==> src/rtl/mc_ctrl_pkg.sv <==
// Shared definitions for the multi-cycle MIPS control unit: state codes, instruction
// encodings, datapath mux-select encodings and the instruction-class enum.
package mc_ctrl_pkg;

  typedef enum logic [2:0] {
    StFetch  = 3'd0,
    StDecode = 3'd1,
    StExec   = 3'd2,
    StMem    = 3'd3,
    StWb     = 3'd4
  } state_e;

  typedef enum logic [3:0] {
    RTYPE_ADDU,
    RTYPE_SUBU,
    ORI,
    LUI,
    LW,
    SW,
    BEQ,
    J,
    JAL,
    JR,
    NOP,
    ILL
  } instr_class_e;

  // instr[31:26]
  localparam logic [5:0] OpSpecial = 6'b000000;
  localparam logic [5:0] OpOri     = 6'b001101;
  localparam logic [5:0] OpLui     = 6'b001111;
  localparam logic [5:0] OpLw      = 6'b100011;
  localparam logic [5:0] OpSw      = 6'b101011;
  localparam logic [5:0] OpBeq     = 6'b000100;
  localparam logic [5:0] OpJ       = 6'b000010;
  localparam logic [5:0] OpJal     = 6'b000011;

  // instr[5:0] under OpSpecial
  localparam logic [5:0] FnAddu = 6'b100001;
  localparam logic [5:0] FnSubu = 6'b100011;
  localparam logic [5:0] FnJr   = 6'b001000;
  localparam logic [5:0] FnNop  = 6'b000000;

  localparam logic [2:0] RegDstRd = 3'd0;
  localparam logic [2:0] RegDstRt = 3'd1;
  localparam logic [2:0] RegDstRa = 3'd2;

  localparam logic [2:0] NpcPc4  = 3'd0;
  localparam logic [2:0] NpcBeq  = 3'd1;
  localparam logic [2:0] NpcJump = 3'd2;
  localparam logic [2:0] NpcJr   = 3'd3;

  localparam logic [2:0] MemToRegAlu = 3'd0;
  localparam logic [2:0] MemToRegDm  = 3'd1;
  localparam logic [2:0] MemToRegPc4 = 3'd2;

  localparam logic [2:0] AluSrcRd2 = 3'd0;
  localparam logic [2:0] AluSrcExt = 3'd1;

  localparam logic [1:0] ExtZero = 2'd0;
  localparam logic [1:0] ExtSign = 2'd1;
  localparam logic [1:0] ExtLui  = 2'd2;

  localparam logic [1:0] AluAddu = 2'd0;
  localparam logic [1:0] AluSubu = 2'd1;
  localparam logic [1:0] AluOr   = 2'd2;

  // Last state an instruction of this class occupies before returning to FETCH.
  function automatic state_e final_state(input instr_class_e cls);
    state_e st;
    case (cls)
      ILL:                           st = StDecode;
      SW:                            st = StMem;
      RTYPE_ADDU, RTYPE_SUBU, ORI,
      LUI, LW:                       st = StWb;
      default:                       st = StExec;
    endcase
    return st;
  endfunction

  function automatic logic writes_reg(input instr_class_e cls);
    return cls inside {RTYPE_ADDU, RTYPE_SUBU, ORI, LUI, LW, JAL};
  endfunction

endpackage

==> src/rtl/mc_instr_decode.sv <==
// Combinational classifier: maps the OPCODE/FUNC fields of the current instruction
// onto one instruction class; anything unsupported becomes ILL.
module mc_instr_decode
  import mc_ctrl_pkg::*;
(
  input  logic [5:0]   opcode_i,
  input  logic [5:0]   func_i,
  output instr_class_e class_o
);

  always_comb begin
    class_o = ILL;
    case (opcode_i)
      OpSpecial: begin
        case (func_i)
          FnAddu:  class_o = RTYPE_ADDU;
          FnSubu:  class_o = RTYPE_SUBU;
          FnJr:    class_o = JR;
          FnNop:   class_o = NOP;
          default: class_o = ILL;
        endcase
      end
      OpOri:   class_o = ORI;
      OpLui:   class_o = LUI;
      OpLw:    class_o = LW;
      OpSw:    class_o = SW;
      OpBeq:   class_o = BEQ;
      OpJ:     class_o = J;
      OpJal:   class_o = JAL;
      default: class_o = ILL;
    endcase
  end

endmodule

==> src/rtl/mc_controller.sv <==
// Multi-cycle control FSM for the MIPS datapath. Every output is decoded from registered
// state only, so nothing combinational reaches the outputs from OPCODE/FUNC.
module mc_controller
  import mc_ctrl_pkg::*;
#(
  parameter int unsigned COUNT_WIDTH    = 32,
  parameter bit          STICKY_ILLEGAL = 1'b1
) (
  input  logic                   clk,
  input  logic                   reset,
  input  logic [5:0]             OPCODE,
  input  logic [5:0]             FUNC,
  output logic                   ir_en,
  output logic                   pc_en,
  output logic [2:0]             RegDst,
  output logic [2:0]             NPCop,
  output logic [2:0]             MemToReg,
  output logic                   RegWrite,
  output logic                   MemWrite,
  output logic [2:0]             ALUSrc,
  output logic [1:0]             Extop,
  output logic [1:0]             ALUop,
  output logic [2:0]             state,
  output logic [COUNT_WIDTH-1:0] instr_count,
  output logic                   illegal
);

  state_e                 state_q, state_d;
  instr_class_e           cls_q, cls_d;
  instr_class_e           dec_cls;
  logic                   run_q, run_d;
  logic [COUNT_WIDTH-1:0] count_q, count_d;
  logic                   illegal_q, illegal_d;
  logic                   final_cyc;
  logic                   sel_active;
  logic                   ill_decode;

  mc_instr_decode u_decode (
    .opcode_i (OPCODE),
    .func_i   (FUNC),
    .class_o  (dec_cls)
  );

  // run_q holds the machine idle for the first edge after reset so no strobe can fire
  // while reset is high or in the cycle it is released.
  assign final_cyc  = run_q && (state_q != StFetch) && (state_q == final_state(cls_q));
  assign sel_active = run_q && (state_q inside {StExec, StMem, StWb});
  assign ill_decode = run_q && (state_q == StDecode) && (cls_q == ILL);

  always_comb begin
    run_d   = 1'b1;
    state_d = state_q;
    cls_d   = cls_q;
    if (!run_q) begin
      state_d = StFetch;
    end else begin
      case (state_q)
        StFetch: begin
          // Capture the class as DECODE is entered so the illegal-skip pulse in DECODE
          // is itself decoded from a register.
          state_d = StDecode;
          cls_d   = dec_cls;
        end
        StDecode: state_d = (cls_q == ILL) ? StFetch : StExec;
        StExec: begin
          if (final_cyc) begin
            state_d = StFetch;
          end else if (cls_q inside {LW, SW}) begin
            state_d = StMem;
          end else begin
            state_d = StWb;
          end
        end
        StMem:   state_d = final_cyc ? StFetch : StWb;
        default: state_d = StFetch;
      endcase
    end
  end

  always_comb begin
    count_d = count_q;
    if (final_cyc && (cls_q != ILL)) begin
      count_d = count_q + COUNT_WIDTH'(1);
    end
  end

  always_comb begin
    if (STICKY_ILLEGAL) begin
      illegal_d = illegal_q | ill_decode;
    end else begin
      illegal_d = ill_decode;
    end
  end

  always_ff @(posedge clk or posedge reset) begin
    if (reset) begin
      run_q     <= 1'b0;
      state_q   <= StFetch;
      cls_q     <= NOP;
      count_q   <= '0;
      illegal_q <= 1'b0;
    end else begin
      run_q     <= run_d;
      state_q   <= state_d;
      cls_q     <= cls_d;
      count_q   <= count_d;
      illegal_q <= illegal_d;
    end
  end

  always_comb begin
    ir_en    = run_q && (state_q == StFetch);
    pc_en    = final_cyc;
    RegWrite = final_cyc && writes_reg(cls_q);
    MemWrite = run_q && (state_q == StMem) && (cls_q == SW);
  end

  // Selects are held from EXEC through the final state and parked at 0 elsewhere.
  always_comb begin
    RegDst   = RegDstRd;
    NPCop    = NpcPc4;
    MemToReg = MemToRegAlu;
    ALUSrc   = AluSrcRd2;
    Extop    = ExtZero;
    ALUop    = AluAddu;
    if (sel_active) begin
      case (cls_q)
        RTYPE_ADDU: ALUop = AluAddu;
        RTYPE_SUBU: ALUop = AluSubu;
        ORI: begin
          RegDst = RegDstRt;
          ALUSrc = AluSrcExt;
          Extop  = ExtZero;
          ALUop  = AluOr;
        end
        LUI: begin
          RegDst = RegDstRt;
          ALUSrc = AluSrcExt;
          Extop  = ExtLui;
          ALUop  = AluOr;
        end
        LW: begin
          RegDst   = RegDstRt;
          MemToReg = MemToRegDm;
          ALUSrc   = AluSrcExt;
          Extop    = ExtSign;
          ALUop    = AluAddu;
        end
        SW: begin
          ALUSrc = AluSrcExt;
          Extop  = ExtSign;
          ALUop  = AluAddu;
        end
        BEQ: begin
          NPCop  = NpcBeq;
          ALUSrc = AluSrcRd2;
          ALUop  = AluSubu;
        end
        J:  NPCop = NpcJump;
        JAL: begin
          NPCop    = NpcJump;
          RegDst   = RegDstRa;
          MemToReg = MemToRegPc4;
        end
        JR:      NPCop = NpcJr;
        default: NPCop = NpcPc4;
      endcase
    end
  end

  assign state       = state_q;
  assign instr_count = count_q;
  assign illegal     = illegal_q;

endmodule

==> config.mk <==
export PLATFORM = sky130hd
export DESIGN_NAME = mc_controller
export DESIGN_NICKNAME = d
export VERILOG_FILES = /design/src/rtl/mc_ctrl_pkg.sv /design/src/rtl/mc_instr_decode.sv /design/src/rtl/mc_controller.sv
export SDC_FILE = /design/constraint.sdc
export NUM_CORES = 1
export LEC_CHECK = 0
export ABC_AREA = 1
export CORE_UTILIZATION = 52
export DETAILED_ROUTE_END_ITERATION = 8
export PLACE_DENSITY = 0.81
export SLEW_MARGIN = 20
export SYNTH_ARGS = -nofsm -noshare
export SYNTH_HDL_FRONTEND = slang
export SYNTH_SLANG_ARGS = --single-unit
==> constraint.sdc <==
create_clock -name clk -period 2.25 [get_ports clk]
set_input_delay 0.3375 -clock clk [delete_from_list [all_inputs] [get_ports clk]]
set_output_delay 0.3375 -clock clk [all_outputs]
set_load 0.01 [all_outputs]
==> flow_summary.json <==
{
  "antenna_found_initial": 0,
  "die-height_um": 81.5,
  "postPlaceCellArea_um2": 4010,
  "global_route.overflow_total": 0,
  "synth_top_family_by_area": "simple AND/OR/NAND/NOR gates",
  "postSynth.topFlopCell": "sky130_fd_sc_hd__dfrtp_1",
  "post-dp-hpwl_um": 5830,
  "drtAntennaViolNets": 0,
  "synthXorXnorAreaFrac": 0.0399,
  "synth_cell_types": 30,
  "cp_data_required_time_ns": 1.91,
  "total_global_route_track_usage": 0.247,
  "synthMuxAreaShare": 0,
  "worst_skew_pair_later_pin_latency_ns": 0.30,
  "setup_total_negative_slack_ns": 0,
  "yosys.area_share.adder": 0.00380,
  "grt_max_degree": 42,
  "grt_setup_unrepaired": "no",
  "setup.worst_path.end_class": "output port",
  "die_width_um": 81.5,
  "final_cell_count_no_fill": 651,
  "finalWorstSetupSlack_ns": 0.107,
  "floorplan.core_area_um2": 6030,
  "post_route_cells_drive_above_1_share": 0.200,
  "final_hold_viol_count": 0,
  "clock-sinks": 41,
  "clkSlewWorstSetupHoldPaths_ns": 0.09,
  "antenna_cells_inserted": 0,
  "synth.top_cell.area_share": 0.297,
  "crit_chain": "buf_4 > nor2_4 > nand2_2 > nor3_1 > clkdlybuf4s50_1",
  "buffer_ports.inserted": 64,
  "hp_class": "in -> async",
  "skew_ns": 0.00855,
  "cp_max_fo": 4,
  "ir_drop_mv": 0.365,
  "layout_worst_path_cycle_share": 0.953,
  "yosys-top-cells-area": "sky130_fd_sc_hd__dfrtp_1 30%, sky130_fd_sc_hd__nand2_1 15%, sky130_fd_sc_hd__nor2_1 9.7%, sky130_fd_sc_hd__inv_1 8.8%, sky130_fd_sc_hd__o21ai_2 8.3%",
  "gp_congestion": 0.919,
  "timing.slew.headroom": 0.647,
  "synth-async-reset-ratio": 1.00,
  "vias_in_the_first_global_route": 2940,
  "max_cap_check_violation_count": 0,
  "achievable_clock_frequency_ghz": 0.467,
  "worst_path_max_delay_cell": "sky130_fd_sc_hd__clkdlybuf4s50_1",
  "syn_to_final_growth_pct": 28.6,
  "setup_violations": 0,
  "synth_enable_flop_cells": 0,
  "fillers": 485,
  "io_pins": 70,
  "yosys_register_bits": 41,
  "clock_tree.root_cell": "sky130_fd_sc_hd__clkbuf_8",
  "layout.area.seq_um2": 1030,
  "final_design_area_no_fill_um2": 4230,
  "leakagePower_nw": 1.94,
  "run_status": "complete, no violations",
  "nets": 590,
  "synthCells": 498,
  "setup.worst_path.class": "reg -> out",
  "share_of_synthesized_cell_area_in_and_or_nand_and_nor_gates": 0.413,
  "dpl.cell_count": 637,
  "post-place-ws_ns": 0.0455,
  "power.density_cell_area_nw_per_um2": 546,
  "first_pass_grt_wire_length_um": 12800,
  "synth_compound_gate_area_share": 0.106,
  "cts.path.max_buffers": 2,
  "top_cells_by_instance_count_after_synthesis": "135 x sky130_fd_sc_hd__nand2_1, 85 x sky130_fd_sc_hd__nor2_1, 77 x sky130_fd_sc_hd__inv_1, 39 x sky130_fd_sc_hd__dfrtp_1, 33 x sky130_fd_sc_hd__nand2_2",
  "drt_pass1_iterations": 6,
  "die-area_um2": 6650,
  "avgRoutedWirePerCell_um": 11.8,
  "cts_buffers": 5,
  "avgViaCountPerCell": 5.01,
  "start_util": 0.546,
  "dr.first_iter.drc_count": 188,
  "post-route-min-period_ns": 2.14,
  "cts_hold_buffers": 0,
  "ctsHtreeMaxLevel": 2,
  "yosys.cell_count.top_type": "sky130_fd_sc_hd__nand2_1",
  "critPathMaxStageDelay_ns": 0.56,
  "start_kind": "flop",
  "synth_area_per_cell_um2": 6.61,
  "seq_area_frac_synth": 0.313,
  "drt_drc_violations_left": 0,
  "maxSlewViolCount": 0,
  "yosys.area.top_type": "sky130_fd_sc_hd__dfrtp_1",
  "worst-slew-pin-transition_ns": 0.530,
  "multi_input_combinational_cell_area_um2": 1900,
  "routed_wirelength_um": 7670,
  "timing.critical_path.arrival_ns": 1.81,
  "cts_tree": "yes",
  "route.vias.total": 3260,
  "mappedNetlistArea_um2": 3290,
  "core.rowCount": 28,
  "yosys_warnings": 0
}
==> cells by family after synthesis <==
kind of cell	Yosys count
compound gates	45
xor+xnor	15
fa+ha+maj	1
buf+inv	90
flops	41
other cells	2
simple gates	304
==> area by class of cell <==
| cell class | count | share of cell area |
|---|---|---|
| flip-flops and latches | 41 | 0.244 |
| inverters | 79 | 0.0701 |
| repair buffers | 77 | 0.182 |
| well taps | 75 | 0.0222 |
| multi-input cells | 371 | 0.450 |
| clock buffers | 5 | 0.0163 |
| clock inverters | 3 | 0.0154 |
==> repair_timing <==
item                                    in CTS  in global routing
gates cloned                                 0                  0
resized for setup                           18                 14
buffers inserted                             2                  4
endpoints found under the hold margin        0                  0
endpoints found under the setup margin      10                 10
pin swaps                                    1                  0
==> cell usage in the layout, fill, tap and decap left out, drive strengths merged <==
cell type      instances
a21oi                  6
a31oi                  1
buf                   14
bufinv                 2
clkbuf                 6
clkdlybuf4s50         51
clkinv                 1
conb                   6
dfrtp                 39
dfstp                  2
dlygate4sd2            3
dlymetal6s2s           8
ha                     1
inv                   79
nand2                171
nand3                 31
nand3b                 1
nand4                  2
nor2                  91
nor3                   8
o21a                   1
o21ai                 36
o21bai                 1
xnor2                  8
xor2                   7
==> metal layers <==
layer  vias to the layer above  routed length [um]  share of wire  global-route usage
met3                        15                 352          0.046              0.0433
met1                      1484                3480           0.45               0.317
li1                       1663                   -              -                   -
met2                        98                3700           0.48               0.414
met5                         -                   0              0                   0
met4                         0                 142          0.019              0.0911
==> worst max-delay path, delay by kind of cell (launching register included) <==
family / cells / cell delay (ns)
buf+inv: 2 / 0.70
simple gates: 3 / 0.42
flops: 1 / 0.39
==> stage by stage <==
step	power (mW)	hold slack, ns	utilization
after floorplan	1.32	0.502	-
after global placement	1.53	0.507	0.666
after detailed placement	1.55	0.507	0.666
after CTS	2.28	0.483	0.692
after global routing	2.43	0.537	0.702
final	2.31	0.461	0.702
==> worst paths after layout <==
| kind | from | to | slack [ns] | cells past startpoint |
|---|---|---|---|---|
| max | cls_q[3] | MemWrite | 0.11 | 5 |
| min | reset | instr_count[24] | 0.46 | 3 |
| max reg2reg | cls_q[3] | instr_count[13] | 0.23 | 12 |
| min reg2reg | illegal | illegal | 0.54 | 1 |
| max in group asynchronous | reset | state[2] | 1.39 | 3 |
| min in group clk | illegal | illegal | 0.54 | 1 |
==> flip-flops by register name, summed over array words and instances (netlist names) <==
register     count
run_q            1
illegal          1
cls_q            4
instr_count     32
state            3
==> report_power, final <==
part	total, mW	internal, mW	switching, mW
sequential	0.879	0.796	0.0832
clock	0.717	0.441	0.276
combinational	0.711	0.308	0.403
Power figures use the tool's default switching activity.
